==> src/rtl/vga_timing_gen.sv <==
// vga_timing_gen -- parameterised VGA raster timing and test-pattern source.
//
// Divides clk down to a pixel enable, runs horizontal/vertical raster
// counters, and drives sync pulses, a data-enable, pixel coordinates and
// RGB565 colour from a built-in pattern generator. Every output is a
// register that loads on the clk edge that consumes a pixel enable, so it
// shows the counter position one clk late and holds between pixel enables.
//
// Ports:
//   clk         system clock
//   rst         synchronous, active-high reset
//   mode        pattern: 0 black, 1 colour bars, 2 checkerboard, 3 solid
//   solid_rgb   RGB565 colour used by mode 3
//   Hsync/Vsync sync pulses, asserted level set by HS_POL / VS_POL
//   Red/Green/Blue  colour, forced to 0 outside the active region
//   de          active-region flag
//   x, y        current pixel column / line
//   frame_start one-clk pulse with the output update for pixel (0,0)
//
// Optional build macro VGA_BORDER_EN: when defined, the outermost active
// row/column is painted white on top of whatever pattern is selected.
module vga_timing_gen #(
    parameter int CLK_DIV  = 2,
    parameter int H_ACTIVE = 640,
    parameter int H_FP     = 16,
    parameter int H_SYNC   = 96,
    parameter int H_BP     = 48,
    parameter int V_ACTIVE = 480,
    parameter int V_FP     = 10,
    parameter int V_SYNC   = 2,
    parameter int V_BP     = 33,
    parameter bit HS_POL   = 1'b0,
    parameter bit VS_POL   = 1'b0,
    parameter int CHK_LOG2 = 5
) (
    input  logic        clk,
    input  logic        rst,
    input  logic [1:0]  mode,
    input  logic [15:0] solid_rgb,
    output logic        Hsync,
    output logic        Vsync,
    output logic [4:0]  Red,
    output logic [5:0]  Green,
    output logic [4:0]  Blue,
    output logic        de,
    output logic [10:0] x,
    output logic [9:0]  y,
    output logic        frame_start
);

    localparam int H_TOTAL = H_ACTIVE + H_FP + H_SYNC + H_BP;
    localparam int V_TOTAL = V_ACTIVE + V_FP + V_SYNC + V_BP;
    localparam int BAR_W   = H_ACTIVE / 8;

    localparam logic [10:0] H_ACT    = 11'(H_ACTIVE);
    localparam logic [10:0] H_LAST   = 11'(H_TOTAL - 1);
    localparam logic [10:0] HS_BEG   = 11'(H_ACTIVE + H_FP);
    localparam logic [10:0] HS_END   = 11'(H_ACTIVE + H_FP + H_SYNC);
    localparam logic [10:0] BAR_LAST = 11'(BAR_W - 1);
    localparam logic [9:0]  V_ACT    = 10'(V_ACTIVE);
    localparam logic [9:0]  V_LAST   = 10'(V_TOTAL - 1);
    localparam logic [9:0]  VS_BEG   = 10'(V_ACTIVE + V_FP);
    localparam logic [9:0]  VS_END   = 10'(V_ACTIVE + V_FP + V_SYNC);

    logic pe;

    generate
        if (CLK_DIV > 1) begin : g_div
            localparam int DW = $clog2(CLK_DIV);
            localparam logic [DW-1:0] DIV_LAST = DW'(CLK_DIV - 1);
            logic [DW-1:0] div;

            always_ff @(posedge clk) begin
                if (rst || div == DIV_LAST) div <= '0;
                else                         div <= div + 1'b1;
            end

            assign pe = (div == DIV_LAST);
        end else begin : g_nodiv
            assign pe = 1'b1;
        end
    endgenerate

    logic [10:0] h_cnt;
    logic [9:0]  v_cnt;

    always_ff @(posedge clk) begin
        if (rst) begin
            h_cnt <= '0;
            v_cnt <= '0;
        end else if (pe) begin
            if (h_cnt == H_LAST) begin
                h_cnt <= '0;
                v_cnt <= (v_cnt == V_LAST) ? '0 : v_cnt + 1'b1;
            end else begin
                h_cnt <= h_cnt + 1'b1;
            end
        end
    end

    // Colour-bar index: counts BAR_W active pixels per bar instead of
    // dividing h_cnt. Saturating at 7 lets the H_ACTIVE % 8 leftover
    // pixels extend the last bar.
    logic [10:0] bar_px;
    logic [2:0]  bar_idx;

    always_ff @(posedge clk) begin
        if (rst) begin
            bar_px  <= '0;
            bar_idx <= '0;
        end else if (pe) begin
            if (h_cnt == H_LAST) begin
                bar_px  <= '0;
                bar_idx <= '0;
            end else if (h_cnt < H_ACT) begin
                if (bar_px == BAR_LAST) begin
                    bar_px <= '0;
                    if (bar_idx != 3'd7) bar_idx <= bar_idx + 3'd1;
                end else begin
                    bar_px <= bar_px + 1'b1;
                end
            end
        end
    end

    // Pattern selection is frozen per frame. The first pixel of the frame
    // already uses the freshly sampled mode so the whole frame is uniform.
    logic        first_px;
    logic [1:0]  mode_q, mode_eff;
    logic [15:0] solid_q, solid_eff;

    assign first_px  = (h_cnt == '0) && (v_cnt == '0);
    assign mode_eff  = first_px ? mode      : mode_q;
    assign solid_eff = first_px ? solid_rgb : solid_q;

    always_ff @(posedge clk) begin
        if (rst) begin
            mode_q  <= '0;
            solid_q <= '0;
        end else if (pe && first_px) begin
            mode_q  <= mode;
            solid_q <= solid_rgb;
        end
    end

    logic        de_n, hs_n, vs_n;
    logic [15:0] rgb_n;

    assign de_n = (h_cnt < H_ACT) && (v_cnt < V_ACT);
    assign hs_n = (h_cnt >= HS_BEG && h_cnt < HS_END) ? HS_POL : ~HS_POL;
    assign vs_n = (v_cnt >= VS_BEG && v_cnt < VS_END) ? VS_POL : ~VS_POL;

    always_comb begin
        rgb_n = '0;
        if (de_n) begin
            case (mode_eff)
                2'd1: begin
                    case (bar_idx)
                        3'd0: rgb_n = 16'hFFFF;  // white
                        3'd1: rgb_n = 16'hFFE0;  // yellow
                        3'd2: rgb_n = 16'h07FF;  // cyan
                        3'd3: rgb_n = 16'h07E0;  // green
                        3'd4: rgb_n = 16'hF81F;  // magenta
                        3'd5: rgb_n = 16'hF800;  // red
                        3'd6: rgb_n = 16'h001F;  // blue
                        3'd7: rgb_n = 16'h0000;  // black
                    endcase
                end
                2'd2: if (h_cnt[CHK_LOG2] ^ v_cnt[CHK_LOG2]) rgb_n = 16'hFFFF;
                2'd3: rgb_n = solid_eff;
                2'd0: rgb_n = 16'h0000;
            endcase
        end
`ifdef VGA_BORDER_EN
        if (de_n && (h_cnt == '0 || h_cnt == H_ACT - 11'd1 ||
                     v_cnt == '0 || v_cnt == V_ACT - 10'd1))
            rgb_n = 16'hFFFF;
`endif
    end

    always_ff @(posedge clk) begin
        if (rst) begin
            Hsync       <= ~HS_POL;
            Vsync       <= ~VS_POL;
            Red         <= '0;
            Green       <= '0;
            Blue        <= '0;
            de          <= 1'b0;
            x           <= '0;
            y           <= '0;
            frame_start <= 1'b0;
        end else if (pe) begin
            Hsync       <= hs_n;
            Vsync       <= vs_n;
            Red         <= rgb_n[15:11];
            Green       <= rgb_n[10:5];
            Blue        <= rgb_n[4:0];
            de          <= de_n;
            x           <= h_cnt;
            y           <= v_cnt;
            frame_start <= first_px;
        end else begin
            frame_start <= 1'b0;
        end
    end

endmodule

==> config.mk <==
export PLATFORM = sky130hd
export DESIGN_NAME = vga_timing_gen
export DESIGN_NICKNAME = d
export VERILOG_FILES = /design/src/rtl/vga_timing_gen.sv
export SDC_FILE = /design/constraint.sdc
export NUM_CORES = 1
export LEC_CHECK = 0
export CAP_MARGIN = 20
export CORE_MARGIN = 4
export CORE_UTILIZATION = 45
export DETAILED_ROUTE_END_ITERATION = 10
export MAX_ROUTING_LAYER = met4
export PLACE_DENSITY = 0.68
export SLEW_MARGIN = 20
export SYNTH_ARGS = -nofsm -noshare
export SYNTH_HDL_FRONTEND = slang
export SYNTH_SLANG_ARGS = --single-unit
==> constraint.sdc <==
create_clock -name clk -period 2.6 [get_ports clk]
set_clock_uncertainty 0.1 [all_clocks]
set_input_delay 0.26 -clock clk [delete_from_list [all_inputs] [get_ports clk]]
set_output_delay 0.26 -clock clk [all_outputs]
set_load 0.02 [all_outputs]
==> results of run 1 <==
## area by class of cell
cell class / instances / area (um2)
fillers: 872 / 4010
clock buffers: 10 / 128
flip-flops and latches: 98 / 1960
repair buffers: 75 / 721
inverters: 6 / 22.5
multi-input cells: 366 / 2240
well taps: 129 / 161
clock inverters: 6 / 91.3
## metal layers
layer / up-vias / wire length [um]
li1: 1893 / -
met4: 0 / 99
met1: 1800 / 5010
met5: - / 0
met3: 10 / 510
met2: 85 / 4820
## through the flow
stage               hold slack, ns  setup slack, ns  power (mW)  std cells
floorplan                    0.300            0.352        1.83        504
global placement             0.339            0.263        1.98        674
detailed placement           0.346            0.210        1.98        674
CTS                          0.152            0.155        3.05        690
global route                 0.173           0.0498        3.16        690
finish                       0.163            0.178        3.03        690
## cells in the final DEF (no fill, tap or decap), drive strengths merged, types with 5 or more instances in the layout
cell,Yosys,routed
mux2i,21,21
buf,11,16
nor4,8,8
ha,7,7
o31ai,16,16
xnor2,11,11
xor2,17,17
clkdlybuf4s50,0,59
o21ai,6,6
a211oi,6,6
a21oi,30,30
nor2,62,62
and3,7,7
inv,5,5
o311ai,10,10
clkbuf,23,10
dfxtp,98,98
nand3,13,13
nand2,75,75
nor3,20,20
nand4,12,12
nand4b,10,10
## worst register-to-register path, cell delays in order, from the launching register on
cell	delay, ns
sky130_fd_sc_hd__dfxtp_1	0.38
sky130_fd_sc_hd__or4_4	0.57
sky130_fd_sc_hd__or4_4	0.64
sky130_fd_sc_hd__nor4_1	0.39
sky130_fd_sc_hd__xnor2_1	0.17
sky130_fd_sc_hd__nor2_1	0.05
## registers in the layout, summed over array words and instances, names as in the netlist, named ones only
| signal | cells |
|---|---|
| Red | 5 |
| Blue | 5 |
| x | 11 |
| g_div.div | 1 |
| bar_idx | 3 |
| h_cnt | 11 |
| solid_q | 16 |
| Vsync | 1 |
| frame_start | 1 |
| de | 1 |
| Hsync | 1 |
| bar_px | 11 |
| v_cnt | 10 |
| Green | 6 |
| y | 10 |
| mode_q | 2 |
## cell usage after synthesis, types with 10 or more instances
cell | count | area share (%)
sky130_fd_sc_hd__dfxtp_1 | 98 | 45
sky130_fd_sc_hd__nand2_1 | 75 | 6.5
sky130_fd_sc_hd__nor2_1 | 61 | 5.3
sky130_fd_sc_hd__a21oi_1 | 30 | 3.5
sky130_fd_sc_hd__clkbuf_1 | 23 | 2.0
sky130_fd_sc_hd__mux2i_1 | 21 | 4.8
sky130_fd_sc_hd__nor3_1 | 19 | 2.2
sky130_fd_sc_hd__xor2_1 | 17 | 3.4
sky130_fd_sc_hd__o31ai_1 | 16 | 2.8
sky130_fd_sc_hd__nand3_1 | 13 | 1.5
sky130_fd_sc_hd__nand4_1 | 12 | 1.7
sky130_fd_sc_hd__xnor2_1 | 11 | 2.2
sky130_fd_sc_hd__nand4b_1 | 10 | 2.0
sky130_fd_sc_hd__o311ai_0 | 10 | 2.0
## cells by family (layout without fill, tap and decap cells)
| group | Yosys count | after routing | synth area share (%) |
|---|---|---|---|
| AO/OA/AOI/OAI | 84 | 84 | 13.1 |
| XOR/XNOR | 28 | 28 | 5.64 |
| adder cells (fa/ha/maj) | 7 | 7 | 2.01 |
| buffers and inverters | 40 | 97 | 3.94 |
| flip-flops | 98 | 98 | 45.1 |
| multiplexers | 22 | 22 | 5.09 |
| AND/OR/NAND/NOR | 225 | 225 | 25.1 |
## report_power, final
group	total (mW)	internal (mW)	switching (mW)	leakage [nW]
Sequential	1.58	1.55	0.0308	0.794
Clock	1.08	0.544	0.536	0.0987
Combinational	0.370	0.156	0.214	1.01
## how the worst max path moves through the flow
stage,from,endpoint,cells past startpoint
after detailed placement,h_cnt[0]$_SDFFE_PP0P_,Blue[1]$_SDFFE_PP0P_,8
after global placement,h_cnt[0]$_SDFFE_PP0P_,Red[1]$_SDFFE_PP0P_,8
after floorplan,h_cnt[5]$_SDFFE_PP0P_,v_cnt[5]$_SDFFE_PP0P_,7
final,h_cnt[6]$_SDFFE_PP0P_,v_cnt[9]$_SDFFE_PP0P_,5
after CTS,h_cnt[0]$_SDFFE_PP0P_,Blue[1]$_SDFFE_PP0P_,8
after global routing,h_cnt[5]$_SDFFE_PP0P_,Blue[1]$_SDFFE_PP0P_,7
==> results.md, run 1 <==
- The clock-pin transition on the worst setup and hold timing paths is 0.10 ns.
- The cell with the largest stage delay on the worst path is sky130_fd_sc_hd__or4_4.
- The count of maximum capacitance violations is 0.
- The global routing met1 resource utilization is 26.0%.
- Global routing used 30.5% of the available met2 tracks.
- The routability congestion estimate is 0.837.
- The post-layout minimum cycle time is 2.42 ns.
- The TritonCTS clock tree is built.
- In this run the static leakage power is 1.90 nW.
- Along the worst path, the maximum fanout reaches 12.
- After the first detailed-routing iteration, the DRC count stood at 179.
- The area growth from synthesis to layout is 22.4%.
- The peak-usage layer in the global routing report is met2.
- The clock buffer count from CTS is 9.
- Across all register-to-register paths, the minimum setup slack is 0.18 ns.
- Clock tree synthesis found a total of 98 sinks.
- Power spread over the standard cell area amounts to 570 nW/um2.
- The critical path goes through or4_4, or4_4, nor4_1, xnor2_1, nor2_1.
- Yosys printed 0 warnings.
- The cell type group with the largest total delay on the critical path is simple AND/OR/NAND/NOR gates.
- The worst hold path begins at rst.
- Detailed placement ended at an HPWL of 7230 um.
- The most used flip-flop cell after synthesis is sky130_fd_sc_hd__dfxtp_1.
- The stage delay of the slowest cell on the critical path is 0.64 ns.
- The origin of the critical flop-to-flop path is h_cnt[6]$_SDFFE_PP0P_.
- The later pin in the worst-skew pair is clocked with a latency of 0.36 ns.
- The number of remaining DRC errors is 0.
- The root buffer selected by CTS is sky130_fd_sc_hd__clkbuf_8.
- Setup repair after global routing left no endpoint under its margin.
- The mapped netlist covers 4350 um2.
- The H-tree was split into 3 levels.
- The final number of max-transition violations came to 0.
- Counting every net in the synthesized netlist gives 531.
- Of the available clock period, the critical path in the final layout requires 93.2%.
- The final hold violation count is 0.
- The type of the worst setup path is flop to flop.
- The capture point of the worst reg-to-reg path is v_cnt[9]$_SDFFE_PP0P_.
- The synthesized design contains 0 enable-type register cells.
- In this run, post-CTS repair resized a total of 0 instances.
- After floorplanning, the core was divided into 35 placement rows.
- For the worst flop-to-flop path, the logic depth is 5.
- In this run the standard cell core region covers 9330 um2.
- Once layout is complete, the utilization of the core stands at 57.0%.
- The final number of setup-violating endpoints is 0.
- The number of global-route vias before repair is 3734.
- The routed design has 10400 um of wire.
- The sum of overflow across all layers after global routing is 0.
- The highest clock frequency the design can meet is 413 MHz.
- The synthesized area per cell is 8.63 um2.
- The detail route stage leaves a number of antenna-violating nets equal to 0.
- Counting distinct cell types in the post-synthesis netlist gives 47.
- The cell seen most often among critical-path stages is sky130_fd_sc_hd__or4_4.
- Counting both buffers and inverters, the worst setup path holds a total of 0.
- Global routing consumed, over all layers together, 19.7% of the routing resources.
- The die is 106 um wide.
- The worst hold path passes through 2 cells.
- The cts-stage hold buffer count is 0.
- The pin count of the biggest net entering global routing is 42.
- After detailed placement, the total cell area comes to 5080 um2.
- The met3 routing resource usage after global routing is 3.16%.
- At the pin with the least slew margin, the transition time is 0.771 ns.
- The number of antenna violations at the first check in global routing was 0.
- Buffers placed on the I/O ports in this run total 60.
- The finished cells cover 5320 um2.
- Setup total negative slack on the finished layout was measured at 0 ns.
- After detailed routing, the average wire length per cell comes to 15.1 um.
- After synthesis, the share of flip-flops with an asynchronous set or reset is 0%.
- The class of the tightest hold or removal check is primary input to flop.
- The number of diodes added for antenna fixing is 0.
- The sort of element at the start of the critical path is a flop.
- The vertical die dimension is 106 um.
- The clock passes through at most 2 buffers.
- Across the VDD grid, the largest voltage drop is 236 uV.
- Cells with a size suffix above 1 make up 7.49% of the layout.
- The global-route wire length before repair is 17800 um.
- During I/O placement, the number of pins put on the boundary was 61.
- The initial utilization of the core area, before any placement, comes to 46.6%.
- The synthesized flop and latch total is 98.
- The instance count of the mapped netlist is 504.
- The floorplan step defined a die boundary enclosing 11300 um2.
- After detailed routing, the number of vias per cell comes to 5.49.
- After the last flow step, the layout net total stands at 583.
- The relative max-transition margin is 48.6%.
- The flow ran to the end, and the final reports show no timing, DRC or antenna violations.
- The number of detailed-routing iterations run before antenna repair is 4.
- The via count is 3788.
- The worst hold path terminates at x[10]$_SDFFE_PP0P_.
- The data required time of the worst path is 2.74 ns.
- Summing the sequential cell areas from Yosys gives 45.1% of the chip area.
- The critical path data arrival time is 2.56 ns.
- The number of setup buffers added after CTS is 0.
- The type of destination of the critical path is a flop.
No activity file was read; power rests on OpenSTA's default activity.
==> inputs of run 2 (changes only) <==
- SETUP_SLACK_MARGIN: not set -> 0.05
- clock period: 2.6 -> 2.9 ns (I/O delays scaled with it)
==> run 2 against run 1 <==
Net effect: flip-flop and latch count unchanged; via count increased by 0.61%; final cell count shrank 0.58%; clock power is 6% lower; highest routed layer unchanged.
==> results.md, run 2 (synthesis gave the netlist of run 1 again) <==
- The run finished with clean final reports.
- The clock share of power is 36.7%.
- The net count of the finished layout is 579.
- After layout, the design draws a total of 2.75 mW.
- The end point of the critical path is Red[0]$_SDFFE_PP0P_.
- Using the TritonRoute via totals, the vias-per-cell ratio works out to 5.56.
- The internal portion of the total power is 2.06 mW.
- The critical path in this run is classified as flop to flop.
- The worst setup path is launched from a flop.
- The detail-routed net length per standard cell is 15.3 um.
- The number of cells traversed by the worst register-to-register path is 7.
- The tool flagged a number of max-cap violations equal to 0.
- The number of standard cells in the final layout excluding fillers is 686.
- In this run, post-CTS repair resized a total of 0 instances.
- The full die area is 11300 um2.
- The highest net fanout along the worst path is 11.
- The origin of the critical flop-to-flop path is h_cnt[1]$_SDFFE_PP0P_.
- Summing all placed instances gives a cell area of 5040 um2.
- The number of remaining DRC errors is 0.
- The footprint of the multi-input gates is 2220 um2.
- The latest clock arrival within the worst-skew pair is 0.36 ns.
- Summed over all failing endpoints, the final setup total negative slack is 0 ns.
- The worst setup path is captured at a flop.
- The width of the chip is 106 um.
- The global routing met1 resource utilization is 25.7%.
- The area of the core is 9330 um2.
- VDD sags by at most 241 uV.
- The row count is 35.
- The worst-case register-to-register setup slack is 0.36 ns.
- The tightest hold path in the finished design has a slack of 0.215 ns.
- The leakage component of the power is 1.89 nW.
- The final hold violation count is 0.
- The number of hold buffers added after CTS was 0.
- Leaving out fill and tap cells, the most frequent cell in the layout is sky130_fd_sc_hd__dfxtp_1.
- The tree is rooted in a sky130_fd_sc_hd__clkbuf_8.
- The register with the most flip-flops in the layout has 16 of them.
- Net switching is 25.1% of the power.
- The number of antenna violations at the first check in global routing came to 0.
- Across all layers, the routed design uses 3811 vias.
- Setup repair after global routing left no endpoint under its margin.
- The global-route usage over all layers is 19.3%.
- Data on the critical path is required at its endpoint by 2.99 ns.
- In the finished design, the share of the clock period the worst path needs comes to 87.6%.
- The TritonCTS clock tree is built.
- The most flop-heavy register is solid_q.
- The filler cells instantiated in the layout total 892.
- For this design the ratio of total power to cell area is 521 nW/um2.
- For this run the aggregate overflow at the end of global routing stands at 0.
- The portion of total power attributed to combinational logic is 11.7%.
- The global-route wire length before repair is 17600 um.
- From bottom edge to top edge, the die measures 106 um.
- At the placement stage, the worst setup path has a slack of 0.405 ns.
- Measured on the finished design, the core utilization comes to 56.6%.
- The routability congestion estimate is 0.837.
- In this run the critical register-to-register path is captured at Red[0]$_SDFFE_PP0P_.
- The number of diodes added for antenna fixing is 0.
- The pin count of the biggest net entering global routing is 41.
- The final worst slack is 0.359 ns.
- Across the whole layout, storage elements account for 1960 um2.
- The instance count after placement with tap cells included is 670.
- The count of port buffers added during placement is 60.
- The clock-pin transition on the worst setup and hold timing paths is 0.10 ns.
- The number of global-route vias before repair is 3564.
- The final number of setup-violating endpoints is 0.
- The layer flagged by global routing as most heavily used is met2.
- In this run the tightest slew margin relative to its limit is 49.4%.
- For this run, global-route usage on met3 was measured as 4.55%.
- The net switching power is 0.691 mW.
- The total number of clock tree sinks is 98.
- Static timing analysis puts the maximum clock frequency at 394 MHz.
- The actual transition at the worst max-transition pin is 0.755 ns.
- The CTS H-tree depth is 3.
- The number of buffers on the longest clock path is 2.
- The class of the tightest hold or removal check is primary input to flop.
- TritonCTS created 9 clock buffers.
- From synthesis to final layout, the design area changed by 21.4%.
- The initial standard-cell utilization of the core is 46.6%.
- For this design the top-level I/O count stands at 61.
- In this run the remaining antenna-violating nets after routing total 0.
- Summing all non-filler instances in the final layout gives an area of 5280 um2.
- The final layout contains routed wiring with a total length of 10500 um.
- Subtracting the final worst setup slack from the clock period gives 2.54 ns.
- The number of detailed-routing iterations run before antenna repair is 4.
- The worst setup path startpoint is h_cnt[1]$_SDFFE_PP0P_.
- The proportion of layout cells with a drive suffix above 1 is 6.46%.
- The first-iteration detailed-routing DRC count is 140.
- The critical path data arrival time is 2.63 ns.
- After legalization and detailed placement, the total HPWL measured 7320 um.
- The number of setup buffers added after CTS is 0.
- The met2 usage in global routing is 29.8%.
- Registers are responsible for 51.6% of the overall power.
- The final number of max-transition violations came to 0.
- Leaving out fill and tap cells, the most frequent cells in the layout are sky130_fd_sc_hd__dfxtp_1, sky130_fd_sc_hd__nand2_1, sky130_fd_sc_hd__nor2_1, sky130_fd_sc_hd__clkdlybuf4s50_1, sky130_fd_sc_hd__a21oi_1.
==> run 2: cell count changes in the layout (fill, tap and decap cells not counted), sizes merged <==
cell,before,now
buf,16,12
inv,5,6
clkinvlp,3,1
clkbuf,10,11
==> run 2: power groups by stage <==
stage | Sequential [mW] | Combinational, mW | Clock [mW]
final | 1.42 | 0.322 | 1.01
after detailed placement | 1.45 | 0.321 | 0
after CTS | 1.42 | 0.322 | 1.04
after global placement | 1.45 | 0.315 | 0
after global routing | 1.42 | 0.349 | 1.09
after floorplan | 1.47 | 0.175 | 0
==> run 2: routing by layer <==
layer / vias to the layer above / routed length [um]
li1: 1883 / -
met1: 1820 / 4980
met2: 102 / 4900
met3: 6 / 547
met4: 0 / 82
met5: - / 0
==> run 2: layout make-up <==
class	count	share of cell area [%]
timing repair buffer	71	12.8
inverter	6	0.427
clock buffer	11	2.87
tap	129	3.06
clock inverter	5	1.61
multi-input combinational	366	42.0
sequential	98	37.2
==> run 2: worst min path at each step <==
stage | from | to | slack, ns | depth (start not counted)
global route | rst | x[4]$_SDFFE_PP0P_ | 0.22 | 2
detailed placement | Green[0]$_SDFFE_PP0P_ | Green[0]$_SDFFE_PP0P_ | 0.34 | 2
floorplan | mode[0] | mode_q[0]$_SDFFE_PP0P_ | 0.33 | 2
CTS | rst | x[3]$_SDFFE_PP0P_ | 0.20 | 2
global placement | solid_q[3]$_SDFFE_PP0P_ | solid_q[3]$_SDFFE_PP0P_ | 0.34 | 2
finish | rst | x[3]$_SDFFE_PP0P_ | 0.22 | 2
==> run 2: critical path, cell delays in order, from the launching register on <==
cell	delay, ns
sky130_fd_sc_hd__dfxtp_1	0.36
sky130_fd_sc_hd__inv_1	0.09
sky130_fd_sc_hd__ha_1	0.13
sky130_fd_sc_hd__nor4b_1	0.37
sky130_fd_sc_hd__and4_1	0.32
sky130_fd_sc_hd__a211oi_1	0.09
sky130_fd_sc_hd__o211ai_1	0.65
sky130_fd_sc_hd__o311ai_0	0.27
==> inputs of run 3 (changes only) <==
- ABC_CLOCK_PERIOD_IN_PS: not set -> 2900
- PLACE_DENSITY: 0.68 -> 0.8
==> run 3 against run 2 <==
Net effect: cell area fell by 0.33%; utilization fell by 0.19 points; highest routed layer unchanged; flip-flop and latch count did not move; maximum frequency fell by 1.4%; critical path depth rose by 1; power fell by 1.4%; die area did not move; sequential power barely moved; via count rose by 1.7%; clock power fell by 4%; final cell count did not move; critical path type unchanged.
==> results.md, run 3 (synthesis gave the netlist of run 1 again) <==
- Buffers inserted during clock tree synthesis total 9.
- The footprint of the multi-input gates is 2210 um2.
- The library cell used most frequently in the layout, excluding fill and tap cells, is sky130_fd_sc_hd__dfxtp_1.
- Routability-driven placement finished with a final weighted congestion of 0.885.
- The TritonCTS clock tree is built.
- Counting along the longest clock path gives a buffer depth of 2.
- The register with the most flip-flops in the layout has 16 of them.
- Power spread over the standard cell area amounts to 515 nW/um2.
- The die covers 11300 um2.
- The row count is 35.
- The global-route wire length before repair is 18100 um.
- The worst pin sits at a relative slew slack of 50.4%.
- At the worst endpoint, the required time is 3.04 ns.
- The worst setup path is of the flop to flop kind.
- In the finished design, the share of the clock period the worst path needs comes to 88.9%.
- The root buffer selected by CTS is sky130_fd_sc_hd__clkbuf_8.
- The final layout contains routed wiring with a total length of 10700 um.
- The detailed-placement wirelength estimate is 7190 um.
- Global routing finished with a remaining overflow of 0.
- The worst setup path is launched from a flop.
- The number of global-route vias before repair came to 3813.
- The clock tree synthesis step divided the H-tree into 3 levels.
- The count of port buffers added during placement is 60.
- The routed layout has 3874 vias.
- The final number of max-transition violations is 0.
- The core region is 9330 um2.
- Entering global routing, the biggest net connects 54 pins.
- The number of remaining DRC errors is 0.
- Setup repair after global routing left no endpoint under its margin.
- The type of destination of the critical path is a flop.
- Across the run, the number of max-cap violations was 0.
- For this run, the total global-route usage over all layers was measured as 19.8%.
- The detail-routed net length per standard cell is 15.5 um.
- The first-iteration detailed-routing DRC count is 280.
- The number of antenna violations at the first check in global routing came to 0.
- The latest clock arrival within the worst-skew pair is 0.37 ns.
- The width of the chip is 106 um.
- Clock-pin slew was measured on the worst setup and hold paths at 0.10 ns.
- The number of nets with antenna violations after routing is 0.
- In this run the count of I/O pins placed on the die edge is 61.
- From synthesis to final layout, the design area changed by 21.0%.
- The ratio of routed vias to standard cells is 5.65.
- The post-layout minimum cycle time is 2.58 ns.
- The final hold violation count came to 0.
- For the worst setup path, the data arrival time is 2.72 ns.
- The number of setup buffers added after CTS is 0.
- The completed layout was analyzed and its total power is 2.71 mW.
- From bottom edge to top edge, the die measures 106 um.
- Cells with a size suffix above 1 make up 6.10% of the layout.
- In this run, post-CTS repair resized a total of 0 instances.
- The flip-flop and latch area is 1960 um2.
- The highest net fanout along the worst path is 13.
- Counting flops per register, the top entry is solid_q.
- The tightest min-delay check is of the primary input to flop type.
- The flow ran to the end, and the final reports show no timing, DRC or antenna violations.
- Counting every sink on the clock net gives 98.
- Leaving out fill and tap cells, the most frequent cells in the layout are sky130_fd_sc_hd__dfxtp_1, sky130_fd_sc_hd__nand2_1, sky130_fd_sc_hd__nor2_1, sky130_fd_sc_hd__clkdlybuf4s50_1, sky130_fd_sc_hd__a21oi_1.
- The final setup TNS is 0 ns.
- Fill cells in the final layout number 821.
- The final layout contains 580 nets.
- In this run, post-CTS hold repair placed 0 buffers.
- VDD sags by at most 249 uV.
- Summed over all cells, the static leakage comes to 1.88 nW.
- For the pin with the worst max-slew slack, the measured transition is 0.742 ns.
- The highest clock frequency the design can meet is 388 MHz.
- The initial standard-cell utilization of the core is 46.6%.
- The repair_antennas step left the layout with diodes totalling 0.
- The first TritonRoute pass finished after 5 iterations.
- Setup violations remaining at the end of the flow were counted as 0.
-- run 3: changes by cell type in the layout (fill, tap and decap cells not counted), sizes merged --
cell / before / now
inv: 6 / 7
buf: 12 / 13
clkinvlp: 1 / 0
clkbuf: 11 / 10
-- run 3: path summary, 6_finish.rpt --
check	from	end	slack [ns]	cells past startpoint
max	h_cnt[0]$_SDFFE_PP0P_	Red[4]$_SDFFE_PP0P_	0.32	8
min	rst	v_cnt[0]$_SDFFE_PP0P_	0.25	4
max reg2reg	h_cnt[0]$_SDFFE_PP0P_	Red[4]$_SDFFE_PP0P_	0.32	8
min reg2reg	solid_q[10]$_SDFFE_PP0P_	solid_q[10]$_SDFFE_PP0P_	0.36	2
-- run 3: layer usage --
metal	up-vias	share of wire, %	GRT usage, %
li1	1879	-	-
met1	1836	45	25.3
met3	17	6.3	4.31
met4	0	1.1	5.74
met2	142	48	31.7
met5	-	0	-
-- run 3: power by group --
group          internal (mW)  switching, mW  total, mW
Combinational          0.132          0.191      0.322
Clock                  0.490          0.479      0.969
Sequential              1.39         0.0285       1.42
-- run 3: critical path, stage by stage (launching register included) --
cell                       delay, ns
sky130_fd_sc_hd__dfxtp_1        0.37
sky130_fd_sc_hd__inv_1          0.10
sky130_fd_sc_hd__ha_1           0.14
sky130_fd_sc_hd__nor4b_1        0.39
sky130_fd_sc_hd__and4_1         0.35
sky130_fd_sc_hd__buf_4          0.24
sky130_fd_sc_hd__nand4_1        0.12
sky130_fd_sc_hd__o21a_1         0.24
sky130_fd_sc_hd__o311ai_0       0.40
-- run 3: metrics by stage --
step	utilization [%]	worst slack, ns	cells	instance area [um2]	hold WS (ns)
after floorplan	-	0.652	504	4350	0.330
after global placement	54.0	0.469	670	5040	0.338
after detailed placement	54.0	0.316	670	5040	0.344
after CTS	56.3	0.286	685	5250	0.247
after global routing	56.4	0.0859	686	5260	0.259
final	56.4	0.323	686	5260	0.255
-- run 3: layout make-up --
class | instances | share of cell area (%)
clock buffer | 10 | 2.43
clock inverter | 5 | 1.64
inverter | 6 | 0.428
multi-input combinational | 366 | 42.1
sequential | 98 | 37.3
tap | 129 | 3.07
timing repair buffer | 72 | 13.0
